`src/rtl/twos_acc_pkg.sv`:
```
// Shared types and default configuration for the two's-complement frame
// accumulator. Optional saturation is selected with TWOS_ACC_SAT_EN.
package twos_acc_pkg;

  // Frame FSM: collecting samples, or presenting the finished sum.
  typedef enum logic {
    ACCUM = 1'b0,
    HOLD  = 1'b1
  } state_t;

  localparam int DEF_DW        = 4;
  localparam int DEF_AW        = 8;
  localparam int DEF_FRAME_LEN = 10;

  // Saturation limits for the default accumulator width (+127 / -128).
  localparam logic signed [DEF_AW-1:0] DEF_SAT_MAX = {1'b0, {(DEF_AW-1){1'b1}}};
  localparam logic signed [DEF_AW-1:0] DEF_SAT_MIN = {1'b1, {(DEF_AW-1){1'b0}}};

endpackage

```
`src/rtl/twos_frame_accumulator_sat_add.sv`:
```
// Combinational sign-extend-and-add with signed overflow detection.
// With TWOS_ACC_SAT_EN defined the result clamps to the AW-bit signed range,
// otherwise it wraps modulo 2^AW.
module sat_add #(
  parameter int DW = 4,
  parameter int AW = 8
) (
  input  logic [AW-1:0] acc,
  input  logic [DW-1:0] data,
  output logic [AW-1:0] sum,
  output logic          ovf
);

  logic [AW-1:0] data_sext;
  logic [AW-1:0] sum_raw;

  assign data_sext = {{(AW-DW){data[DW-1]}}, data};
  assign sum_raw   = acc + data_sext;

  // Overflow only when both operands share a sign and the result does not.
  assign ovf = (acc[AW-1] == data_sext[AW-1]) && (sum_raw[AW-1] != acc[AW-1]);

`ifdef TWOS_ACC_SAT_EN
  localparam logic [AW-1:0] SAT_MAX = {1'b0, {(AW-1){1'b1}}};
  localparam logic [AW-1:0] SAT_MIN = {1'b1, {(AW-1){1'b0}}};

  // Clamp toward the operands' common sign when the add overflows.
  always_comb begin
    // NOTE: assigning a default first keeps every path driven, so no latch is inferred.
    sum = sum_raw;
    if (ovf) sum = acc[AW-1] ? SAT_MIN : SAT_MAX;
  end
`else
  assign sum = sum_raw;
`endif

endmodule

```
`src/rtl/twos_frame_accumulator.sv`:
```
// Frame accumulator: sums FRAME_LEN sign-extended samples, then holds the
// result until the downstream handshake. Saturation option: TWOS_ACC_SAT_EN.
module twos_frame_accumulator
  import twos_acc_pkg::*;
#(
  parameter int DW        = DEF_DW,
  parameter int AW        = DEF_AW,
  parameter int FRAME_LEN = DEF_FRAME_LEN
) (
  input  logic          clk,
  input  logic          rst_n,
  input  logic          clear,
  input  logic          in_valid,
  output logic          in_ready,
  input  logic [DW-1:0] in_data,
  output logic          out_valid,
  input  logic          out_ready,
  output logic [AW-1:0] out_sum,
  output logic          out_ovf
);

  localparam int            CW   = $clog2(FRAME_LEN + 1);
  localparam logic [CW-1:0] LAST = CW'(FRAME_LEN - 1);

  state_t        state, state_next;
  logic [AW-1:0] acc;
  logic [CW-1:0] count;
  logic          ovf_q;
  logic [AW-1:0] add_sum;
  logic          add_ovf;
  logic          accept;
  logic          release_frame;

  sat_add #(.DW(DW), .AW(AW)) u_sat_add (
    .acc  (acc),
    .data (in_data),
    .sum  (add_sum),
    .ovf  (add_ovf)
  );

  assign accept        = in_valid && (state == ACCUM);
  assign release_frame = out_ready && (state == HOLD);

  // State register.
  always_ff @(posedge clk or negedge rst_n) begin
    // NOTE: clocked state uses non-blocking assignments so all registers update together.
    if (!rst_n) state <= ACCUM;
    else        state <= state_next;
  end

  // Next-state: clear wins, otherwise the frame ends on its last accept.
  always_comb begin
    state_next = state;
    if (clear) begin
      state_next = ACCUM;
    end else begin
      case (state)
        ACCUM:   if (accept && count == LAST) state_next = HOLD;
        HOLD:    if (release_frame)           state_next = ACCUM;
        default: state_next = ACCUM;
      endcase
    end
  end

  // Handshake outputs decoded from the state register alone.
  always_comb begin
    in_ready  = 1'b0;
    out_valid = 1'b0;
    case (state)
      ACCUM:   in_ready  = 1'b1;
      HOLD:    out_valid = 1'b1;
      default: in_ready  = 1'b1;
    endcase
  end

  // Accumulator, sample counter and sticky overflow flag.
  always_ff @(posedge clk or negedge rst_n) begin
    if (!rst_n) begin
      acc   <= '0;
      count <= '0;
      ovf_q <= 1'b0;
    end else if (clear || release_frame) begin
      acc   <= '0;
      count <= '0;
      ovf_q <= 1'b0;
    end else if (accept) begin
      acc   <= add_sum;
      count <= count + CW'(1);
      ovf_q <= ovf_q | add_ovf;
    end
  end

  assign out_sum = acc;
  assign out_ovf = ovf_q;

endmodule
```
`config.mk`:
```
export PLATFORM = sky130hd
export DESIGN_NAME = twos_frame_accumulator
export DESIGN_NICKNAME = d
export VERILOG_FILES = /design/src/rtl/twos_acc_pkg.sv /design/src/rtl/twos_frame_accumulator_sat_add.sv /design/src/rtl/twos_frame_accumulator.sv
export SDC_FILE = /design/constraint.sdc
export NUM_CORES = 1
export LEC_CHECK = 0
export BUFFER_PORTS_ARGS = -buffer_cell sky130_fd_sc_hd__buf_2
export CAP_MARGIN = 20
export CORE_ASPECT_RATIO = 1.75
export CORE_MARGIN = 2
export CORE_UTILIZATION = 30
export DETAILED_ROUTE_END_ITERATION = 8
export SLEW_MARGIN = 20
export SYNTH_ARGS = -nofsm -noshare
export SYNTH_HDL_FRONTEND = slang
export SYNTH_HIERARCHICAL = 1
export SYNTH_SLANG_ARGS = --single-unit
```
`constraint.sdc`:
```
create_clock -name clk -period 1.9 [get_ports clk]
set_input_delay 0.285 -clock clk [delete_from_list [all_inputs] [get_ports clk]]
set_output_delay 0.285 -clock clk [all_outputs]
set_load 0.1 [all_outputs]
```
==> results of run 1 <==
==> worst max-delay path, cell delays in order (launching register included) <==
cell and delay [ns]:
dfrtp_4 0.49, ha_4 0.17, fa_2 0.35, a21oi_2 0.17
o211ai_1 0.10, a21oi_1 0.18, xnor2_1 0.13, nand2_1 0.08
a21oi_2 0.12
==> power by group through the flow <==
stage	clock network [µW]	registers, µW	logic, µW
4_1_cts	266	354	389
6_report	264	354	387
5_1_grt	276	358	418
3_5_place_dp	0	360	386
2_1_floorplan	0	516	160
3_3_place_gp	0	359	380
==> synthesized netlist by cell type (2+ instances only) <==
master and count:
buf_2 2, ha_1 9, a21o_1 2, inv_1 4
nor2_1 5, xnor2_1 6, xor2_1 3, nand2_1 21
o21ai_0 2, dfrtp_1 14, a21oi_1 15
==> flip-flops by register name (all words and copies together) (netlist names) <==
name / count
out_sum: 8
state: 1
out_ovf: 1
count: 4
==> how the worst max path moves through the flow <==
stage / cells after the start / from / slack, ns / to
after global routing: 8 / out_sum[0] / -0.09 / out_sum[6]
after detailed placement: 8 / out_sum[0] / 0.04 / out_sum[6]
after global placement: 8 / out_sum[0] / 0.06 / out_sum[6]
after CTS: 8 / out_sum[0] / 0.03 / out_sum[6]
after floorplan: 8 / out_sum[0] / -0.03 / out_sum[6]
final: 8 / out_sum[0] / 0.03 / out_sum[6]
==> metal layers <==
| layer | vias up | global-route usage |
|---|---|---|
| li1 | 373 | - |
| met1 | 337 | 0.126 |
| met2 | 11 | 0.192 |
| met3 | 6 | 0.0166 |
| met4 | 0 | 0.0735 |
| met5 | - | 0 |
==> cells by family (layout without fill, tap and decap cells) <==
| logic type | after synthesis | count (layout) |
|---|---|---|
| XOR/XNOR | 9 | 9 |
| buffers and inverters | 7 | 28 |
| flip-flops | 14 | 14 |
| AO/OA/AOI/OAI | 24 | 24 |
| AND/OR/NAND/NOR | 34 | 34 |
| multiplexers | 1 | 1 |
| adder cells (fa/ha/maj) | 10 | 10 |
==> per-stage QoR <==
step                setup WS [ns]  std cells  hold slack (ns)
CTS                        0.0274        148            0.415
global placement           0.0592        143            0.211
detailed placement         0.0386        143            0.209
finish                     0.0303        148            0.411
floorplan                 -0.0256         99          -0.0106
global route              -0.0936        148            0.433
==> layout make-up <==
cell class,count,area (µm²),area share
repair buffers,20,105,0.0947
well taps,28,35.0,0.0316
clock buffers,4,45.0,0.0406
inverters,4,15.0,0.0135
multi-input cells,78,542,0.488
flip-flops and latches,14,368,0.331
==> what timing repair did <==
item,CTS,global route
setup buffers,0,0
endpoints found under the hold margin,14,0
endpoints found under the setup margin,0,2
hold buffers,1,0
resized for setup,0,1
==> impl_summary.txt, run 1 <==
----------------------------------------------------
[Status]
  Outcome ... finished, final reports clean

[Worst setup path]
  Data required time at the worst endpoint ... 2.08 ns
  Signal arrival time at the worst endpoint ... 2.05 ns
  Worst reg2reg path startpoint ... out_sum[0]
  Endpoint of the lowest-slack register-to-register path ... out_sum[6]
  Path depth of the worst reg2reg path ... 8
  Slack of the worst reg-to-reg path ... 0.03 ns
  Setup crit end kind ... register
  Type of element launching the critical path ... register
  Highest fanout seen on the critical path ... 3
  Worst Setup Path Type ... register to register

[Die]
  Initial core utilization ... 0.312
  Core area ... 2900 µm²
  Die ar. ... 3480 µm²
  Number of cell rows ... 26
  Die height ... 76.5 µm
  IO Pins ... 20
  Die span in x ... 45.5 µm

[Power]
  Clock power frac ... 0.262
  Sw Share ... 0.415
  Worst IR drop on VDD ... 0.000372 V
  Lkg Pwr ... 0.000519 µW
  Tot Pwr ... 1010 µW
  Sequential group share of total power ... 0.352
  Power density relative to cell area ... 906 nW/µm²
  Internal portion of total power ... 588 µW
  Portion of total power attributed to combinational logic ... 0.385
  Net load switching power ... 417 µW

[Cells and area]
  N_diodes ... 0
  Area growth from synthesis to layout ... 23.0%
  Design area ... 1110 µm²
  Top library cells by usage in the layout, fill and taps aside ... 21 x nand2_1, 19 x buf_2, 13 x a21oi_1, 8 x ha_1
  Share of cells above drive strength 1 ... 0.308
  Final net count ... 140
  Fill cell instance count of the final layout ... 282
  Most frequent standard cell in the layout excluding fill and tap cells ... nand2_1
  Utilization after layout ... 0.383

[Yosys]
  Synth warnings ... 6
  Number of flip-flops and latches in the synthesized netlist ... 14
  Share of the synthesized area in compound gates (AO/OA/AOI/OAI) ... 0.157
  Cell Area, Synth ... 902 µm²
  Share of the synthesized area in the top cell type ... 0.388
  Largest family of logic cells by synthesized area ... simple AND/OR/NAND/NOR gates
  Synthesized instance count ... 99
  Post-synthesis share of cell area spent on and, or, nand and nor gates ... 0.173
  Leading cell types by total area after synthesis ... dfrtp_1 39%, ha_1 12%, nand2_1 8.7%
  Xor/xnor share of the synthesized area ... 0.0874
  Average cell area after synthesis ... 9.11 µm²
  Count of unique library cells instantiated by Yosys ... 27
  Multiplexer share of the synthesized area ... 0.0111
  Syn_nets ... 118
  Part of the Yosys area used for sequential elements ... 0.388
  Most instantiated flip-flop cell in the synthesis netlist ... dfrtp_1
  Largest area contributor in the netlist ... dfrtp_1
  Share of synthesized flip-flops with an asynchronous set or reset ... 1.00
  Synth Area in Adders ... 0.147
  EDFF count, synth ... 0

[Routing]
  Routed length on met1 ... 802 µm
  Detailed-router iteration count before antenna repair ... 3
  Vias per inst ... 4.91
  DR top layer ... met4
  Initial DRC count ... 20
  Detailed-route DRC error count ... 0
  Routed vias ... 727
  DRT antenna net count ... 0
  Routed length per instance ... 12.9 µm
  Sum of met2 wire segment lengths after detailed routing ... 996 µm
  Final WL ... 1900 µm
  Wire length on met3 ... 59 µm

[Global routing]
  Total routing usage reported by global routing ... 0.115
  Maximum number of pins on one net before global-route repair ... 15
  Number of antenna violations at the first check in global routing ... 0
  Overall overflow remaining after global route ... 0
  Via count of the first global-routing pass ... 704
  Wire length of the first global-routing pass ... 2960 µm

[Run]
  Max-cap violations ... 0

[Placed design]
  Number of buffer cells added on primary ports ... 19
  Detailed placer's ending HPWL ... 1380 µm
  Post-DP Area ... 1050 µm²
  Final Wtd Congestion ... 0.674

[Hold path]
  End of the worst hold path ... state
  HP Class ... input port to register
  Worst hold start ... in_valid
  Hold depth ... 3

[STA]
  Final hold violation count ... 0
  Final Cycle Share ... 0.984
  Max-Slew Margin vs Limit ... 0.672
  Unrepaired setup endpoints after global routing ... true
  Final number of setup-violating endpoints ... 0
  Actual transition at the worst max-transition pin ... 0.491 ns
  Pins Over Slew Limit ... 0
  Clock tree skew after final layout ... 0.00155 ns
  Sum of negative setup slack ... 0 ns
  Post-route minimum period ... 1.87 ns
  F_max ... 0.535 GHz

[Clocking]
  CTS tree ... done
  Clock root buffer ... clkbuf_8
  Clock-pin slew on the worst setup and hold paths ... 0.06 ns
  Max H-tree Level ... 1
  Worst-Skew Late Latency ... 0.25 ns
  Total CTS buffers ... 3
  Number of sinks handled by clock tree synthesis ... 14
  Clock buffer depth ... 2

----------------------------------------------------
Power figures use the tool's default switching activity.
==> run 2, diff against run 1 <==
CORE_ASPECT_RATIO = not set   (was 1.75)
CORE_MARGIN = 1.5   (was 2)
CORE_UTILIZATION = 48   (was 30)
PLACE_DENSITY = 0.72   (was not set)
==> run 2 against run 1 <==
Compared with the run above:
- cell count shrank 1.4%
- clock power down 17%
- critical path type unchanged
- register-to-register slack barely moved
- largest power group unchanged
- combinational power up 2%
- first-iteration DRC count is 45% lower
- global-route usage is 7.4 points higher
- highest routed layer unchanged
- non-clock buffer count grew 1
- critical endpoint unchanged
==> impl_summary.txt, run 2 (synthesized netlist as in run 1, its figures left out) <==
----------------------------------------------------
[Status]
  Outcome ... finished, final reports clean

[Die]
  Die ar. ... 2150 µm²
  Die height ... 46.4 µm
  Initial core utilization ... 0.517
  Die span in x ... 46.4 µm
  Number of cell rows ... 15
  IO Pins ... 20
  Core area ... 1750 µm²

[STA]
  Post-route minimum period ... 1.87 ns
  F_max ... 0.536 GHz
  Final number of setup-violating endpoints ... 0
  Clock tree skew after final layout ... 0.00276 ns
  Max-Slew Margin vs Limit ... 0.675
  Fin worst setup slack ... 0.0350 ns
  Final hold violation count ... 0
  Final Cycle Share ... 0.982
  Unrepaired setup endpoints after global routing ... true
  Actual transition at the worst max-transition pin ... 0.488 ns
  Pins Over Slew Limit ... 0

[Global routing]
  Wire length of the first global-routing pass ... 2840 µm
  Total routing usage reported by global routing ... 0.189
  Overall overflow remaining after global route ... 0
  Number of antenna violations at the first check in global routing ... 0
  Maximum number of pins on one net before global-route repair ... 15
  Via count of the first global-routing pass ... 659

[Power]
  Lkg Pwr ... 0.000524 µW
  Worst IR drop on VDD ... 0.000501 V
  Power density relative to cell area ... 873 nW/µm²

[Placed design]
  Final Wtd Congestion ... 0.753
  Placed cell count ... 140
  Setup Slack @ Placement ... 0.0528 ns
  Number of buffer cells added on primary ports ... 19
  Detailed placer's ending HPWL ... 1290 µm

[Cells and area]
  Area taken by multi-input logic gates ... 546 µm²
  Area growth from synthesis to layout ... 22.9%
  Most frequent standard cell in the layout excluding fill and tap cells ... nand2_1
  Share of cells above drive strength 1 ... 0.331
  Post-Layout Cell Count ... 146
  Final net count ... 141
  N_diodes ... 0
  Max reg flops ... 8
  Top library cells by usage in the layout, fill and taps aside ... 21 x nand2_1, 19 x buf_2, 12 x a21oi_1, 8 x ha_1
  Fill cell instance count of the final layout ... 161
  Utilization after layout ... 0.635
  Combined flip-flop and latch cell area ... 368 µm²

[Hold path]
  End of the worst hold path ... state
  HP Class ... input port to register
  Worst hold start ... in_valid
  Hold depth ... 3

[Worst setup path]
  Highest fanout seen on the critical path ... 2
  Max incr delay on CP ... 0.50 ns
  Setup crit end kind ... register
  Slack of the worst reg-to-reg path ... 0.03 ns
  Data required time at the worst endpoint ... 2.11 ns
  Master of the slowest instance on the critical path ... dfrtp_4
  Type of element launching the critical path ... register
  Worst Setup Path Type ... register to register
  Largest delay contributor family on the critical path ... compound AO/OA/AOI/OAI gates
  Path depth of the worst reg2reg path ... 8
  Critical Path, Cell by Cell ... ha_4 -> fa_2 -> a21oi_2 -> o211ai_1 -> a21oi_2 -> xnor2_1 -> nand2_1 -> a21oi_2
  Worst reg2reg path startpoint ... out_sum[0]
  Worst Path Buf+Inv ... 0
  Endpoint of the lowest-slack register-to-register path ... out_sum[6]
  Signal arrival time at the worst endpoint ... 2.08 ns
  Library cell appearing most often on the critical path ... a21oi_2

[Clocking]
  Clock-pin slew on the worst setup and hold paths ... 0.09 ns
  Number of sinks handled by clock tree synthesis ... 14
  CTS tree ... done
  Total CTS buffers ... 3
  Worst-Skew Late Latency ... 0.28 ns
  Clock buffer depth ... 2
  Max H-tree Level ... 1
  Clock root buffer ... clkbuf_4

[Routing]
  Detailed-route DRC error count ... 0
  Routed length per instance ... 11.8 µm
  Detailed-router iteration count before antenna repair ... 4
  Initial DRC count ... 11
  Routed vias ... 761
  DRT antenna net count ... 0
  Vias per inst ... 5.21
  Final WL ... 1730 µm

[Run]
  Max-cap violations ... 0

----------------------------------------------------
[run 2: cell count changes in the layout (fill, tap and decap cells not counted), sizes merged]
cell / previous run / this run
buf: 19 / 20
[run 2: worst min-delay path, cell delays in order]
cell and delay (ns):
buf_2 0.13, a41oi_1 0.11, nor2_1 0.08
[run 2: metal layers]
metal  vias to the layer above  GRT usage  share of wire
met2                        22      0.311           0.47
met1                       361      0.243           0.48
met4                         0     0.0686         0.0087
met5                         -          0              0
li1                        376          -              -
met3                         2     0.0392          0.041
[run 2: worst max-delay path by stage]
stage | start | cells after the start | to | slack (ns)
5_1_grt | out_sum[0] | 8 | out_sum[6] | -0.07
2_1_floorplan | out_sum[0] | 8 | out_sum[6] | -0.03
6_report | out_sum[0] | 8 | out_sum[6] | 0.03
4_1_cts | out_sum[0] | 8 | out_sum[6] | 0.03
3_5_place_dp | out_sum[0] | 8 | out_sum[6] | 0.05
3_3_place_gp | out_sum[0] | 8 | out_sum[6] | 0.07
[run 2: through the flow]
| step | cell area (µm²) | hold slack, ns | TNS (ns) | total power [µW] |
|---|---|---|---|---|
| 6_report | 1110 | 0.367 | 0 | 967 |
| 5_1_grt | 1110 | 0.395 | -0.0670 | 1020 |
| 4_1_cts | 1090 | 0.368 | 0 | 965 |
| 3_5_place_dp | 1050 | 0.203 | 0 | 745 |
| 3_3_place_gp | 1050 | 0.206 | 0 | 737 |
| 2_1_floorplan | 938 | -0.0106 | -0.0256 | 676 |
[run 2: repair_timing]
| item | CTS | global route |
|---|---|---|
| resized for setup | 0 | 2 |
| endpoints found under the hold margin | 14 | 0 |
| endpoints found under the setup margin | 0 | 1 |
| setup buffers | 0 | 1 |
| hold buffers | 1 | 0 |
[run 2: where the power goes]
group / switching (µW) / internal, µW / total [µW]
Sequential: 24.6 / 329 / 354
Clock: 103 / 117 / 220
Combinational: 280 / 114 / 394
[run 2: area by class of cell]
class / instances / area share
clock buffer: 4 / 0.0327
inverter: 4 / 0.0135
multi-input combinational: 78 / 0.492
sequential: 14 / 0.332
tap: 25 / 0.0282
timing repair buffer: 21 / 0.102
==> run 3, diff against run 2 <==
BUFFER_PORTS_ARGS = -buffer_cell sky130_fd_sc_hd__buf_4   (was -buffer_cell sky130_fd_sc_hd__buf_2)
==> run 3 against run 2 <==
Compared with the run above:
- utilization increased by 2.9 points
- die area did not move
- cell count is 0.68% higher
- sequential power is essentially flat
- count of clock-buffer cells in the layout is the same
- sequential share of layout area is 1.5 points lower
- clock skew is 0.00053 ns higher
- critical path depth unchanged
==> impl_summary.txt, run 3 (synthesized netlist as in run 1, its figures left out) <==
----------------------------------------------------
[Clocking]
  Worst-Skew Late Latency ... 0.28 ns
  CTS tree ... done
  Clock-pin slew on the worst setup and hold paths ... 0.09 ns
  Number of sinks handled by clock tree synthesis ... 14
  Total CTS buffers ... 3
  Max H-tree Level ... 1
  Clock buffer depth ... 2
  Clock root buffer ... clkbuf_4

[Placed design]
  Final Wtd Congestion ... 0.750
  Detailed placer's ending HPWL ... 1260 µm
  Post-DP Area ... 1090 µm²
  Setup Slack @ Placement ... 0.0422 ns
  Number of buffer cells added on primary ports ... 19

[STA]
  Unrepaired setup endpoints after global routing ... true
  Actual transition at the worst max-transition pin ... 0.465 ns
  Clock tree skew after final layout ... 0.00329 ns
  Smallest hold slack ... 0.362 ns
  Final number of setup-violating endpoints ... 0
  F_max ... 0.537 GHz
  Final hold violation count ... 0
  Post-route minimum period ... 1.86 ns
  Pins Over Slew Limit ... 0
  Fin worst setup slack ... 0.0380 ns
  Max-Slew Margin vs Limit ... 0.690
  Final Cycle Share ... 0.980
  Sum of negative setup slack ... 0 ns

[Die]
  Core area ... 1750 µm²
  Die height ... 46.4 µm
  Die ar. ... 2150 µm²
  Initial core utilization ... 0.517
  Die span in x ... 46.4 µm
  Number of cell rows ... 15
  IO Pins ... 20

[Worst setup path]
  Slack of the worst reg-to-reg path ... 0.04 ns
  Path depth of the worst reg2reg path ... 8
  Setup crit end kind ... register
  Data required time at the worst endpoint ... 2.11 ns
  Worst reg2reg path startpoint ... out_sum[0]
  Endpoint of the lowest-slack register-to-register path ... out_sum[6]
  Signal arrival time at the worst endpoint ... 2.07 ns
  Worst Setup Path Type ... register to register
  Highest fanout seen on the critical path ... 2
  Type of element launching the critical path ... register

[Power]
  Worst IR drop on VDD ... 0.000494 V
  Lkg Pwr ... 0.000537 µW
  Power density relative to cell area ... 844 nW/µm²

[Global routing]
  Overall overflow remaining after global route ... 0
  Total routing usage reported by global routing ... 0.209
  Number of antenna violations at the first check in global routing ... 0
  Maximum number of pins on one net before global-route repair ... 15
  Via count of the first global-routing pass ... 699
  Wire length of the first global-routing pass ... 3110 µm

[Hold path]
  HP Class ... input port to register
  End of the worst hold path ... state
  Hold depth ... 3
  Worst hold start ... in_valid

[Cells and area]
  Fill cell instance count of the final layout ... 155
  Max reg flops ... 8
  Top library cells by usage in the layout, fill and taps aside ... 21 x nand2_1, 21 x buf_4, 13 x a21oi_1, 8 x ha_1
  Utilization after layout ... 0.665
  Design area ... 1160 µm²
  Final net count ... 142
  Combined flip-flop and latch cell area ... 368 µm²
  N_diodes ... 0
  Area growth from synthesis to layout ... 28.6%
  Area taken by multi-input logic gates ... 542 µm²
  Share of cells above drive strength 1 ... 0.328

[Status]
  Outcome ... finished, final reports clean

[Routing]
  Vias per inst ... 4.88
  Initial DRC count ... 5
  Routed length per instance ... 11.8 µm
  Detailed-router iteration count before antenna repair ... 3
  Routed length on met1 ... 884 µm
  DR top layer ... met4
  Final WL ... 1730 µm
  Routed vias ... 718
  Sum of met2 wire segment lengths after detailed routing ... 753 µm
  Wire length on met3 ... 47 µm
  Detailed-route DRC error count ... 0
  DRT antenna net count ... 0

[Run]
  Max-cap violations ... 0

----------------------------------------------------
[run 3: how the worst max path moves through the flow]
stage / from / to / slack [ns] / depth (start not counted)
CTS: out_sum[0] / out_sum[6] / 0.02 / 8
finish: out_sum[0] / out_sum[6] / 0.04 / 8
floorplan: out_sum[0] / out_sum[6] / -0.03 / 8
global placement: out_sum[0] / out_sum[6] / 0.08 / 8
global route: out_sum[0] / out_sum[6] / -0.06 / 8
detailed placement: out_sum[0] / out_sum[6] / 0.04 / 8
[run 3: cell type report]
type | count | share of cell area
Clock buffer | 4 | 0.0313
Inverter | 4 | 0.0129
Timing Repair Buffer | 22 | 0.145
Tap cell | 25 | 0.0270
Sequential cell | 14 | 0.317
Multi-Input combinational cell | 78 | 0.467
[run 3: layer usage]
layer  vias up  global-route usage
met5         -                   0
met4         0               0.120
met3         5              0.0471
met2        13               0.325
met1       318               0.263
li1        382                   -
[run 3: through the flow]
step                      power, µW  instances
final                           979        147
after global routing           1040        147
after CTS                       983        145
after detailed placement        762        140
after global placement          756        140
after floorplan                 676         99
[run 3: timing repair]
item	CTS	global route
hold buffers	1	0
buffers inserted	0	2
endpoints found under the hold margin	14	0
setup endpoints to repair	0	4
resized for setup	0	1
[run 3: worst max-delay path, cell delays in order, from the launching register on]
cell and delay, ns:
dfrtp_4 0.50, ha_4 0.17, fa_2 0.35, a21oi_2 0.16, o211ai_1 0.10, a21oi_1 0.18, xnor2_1 0.13, nand2_1 0.08
a21oi_2 0.12
[run 3: power breakdown]
group	internal (µW)	total [µW]	leakage, µW	switching (µW)
Combinational	132	408	0.000340	276
Sequential	329	354	0.000176	25.3
Clock	117	217	0.0000210	100
Total	578	979	0.000537	402
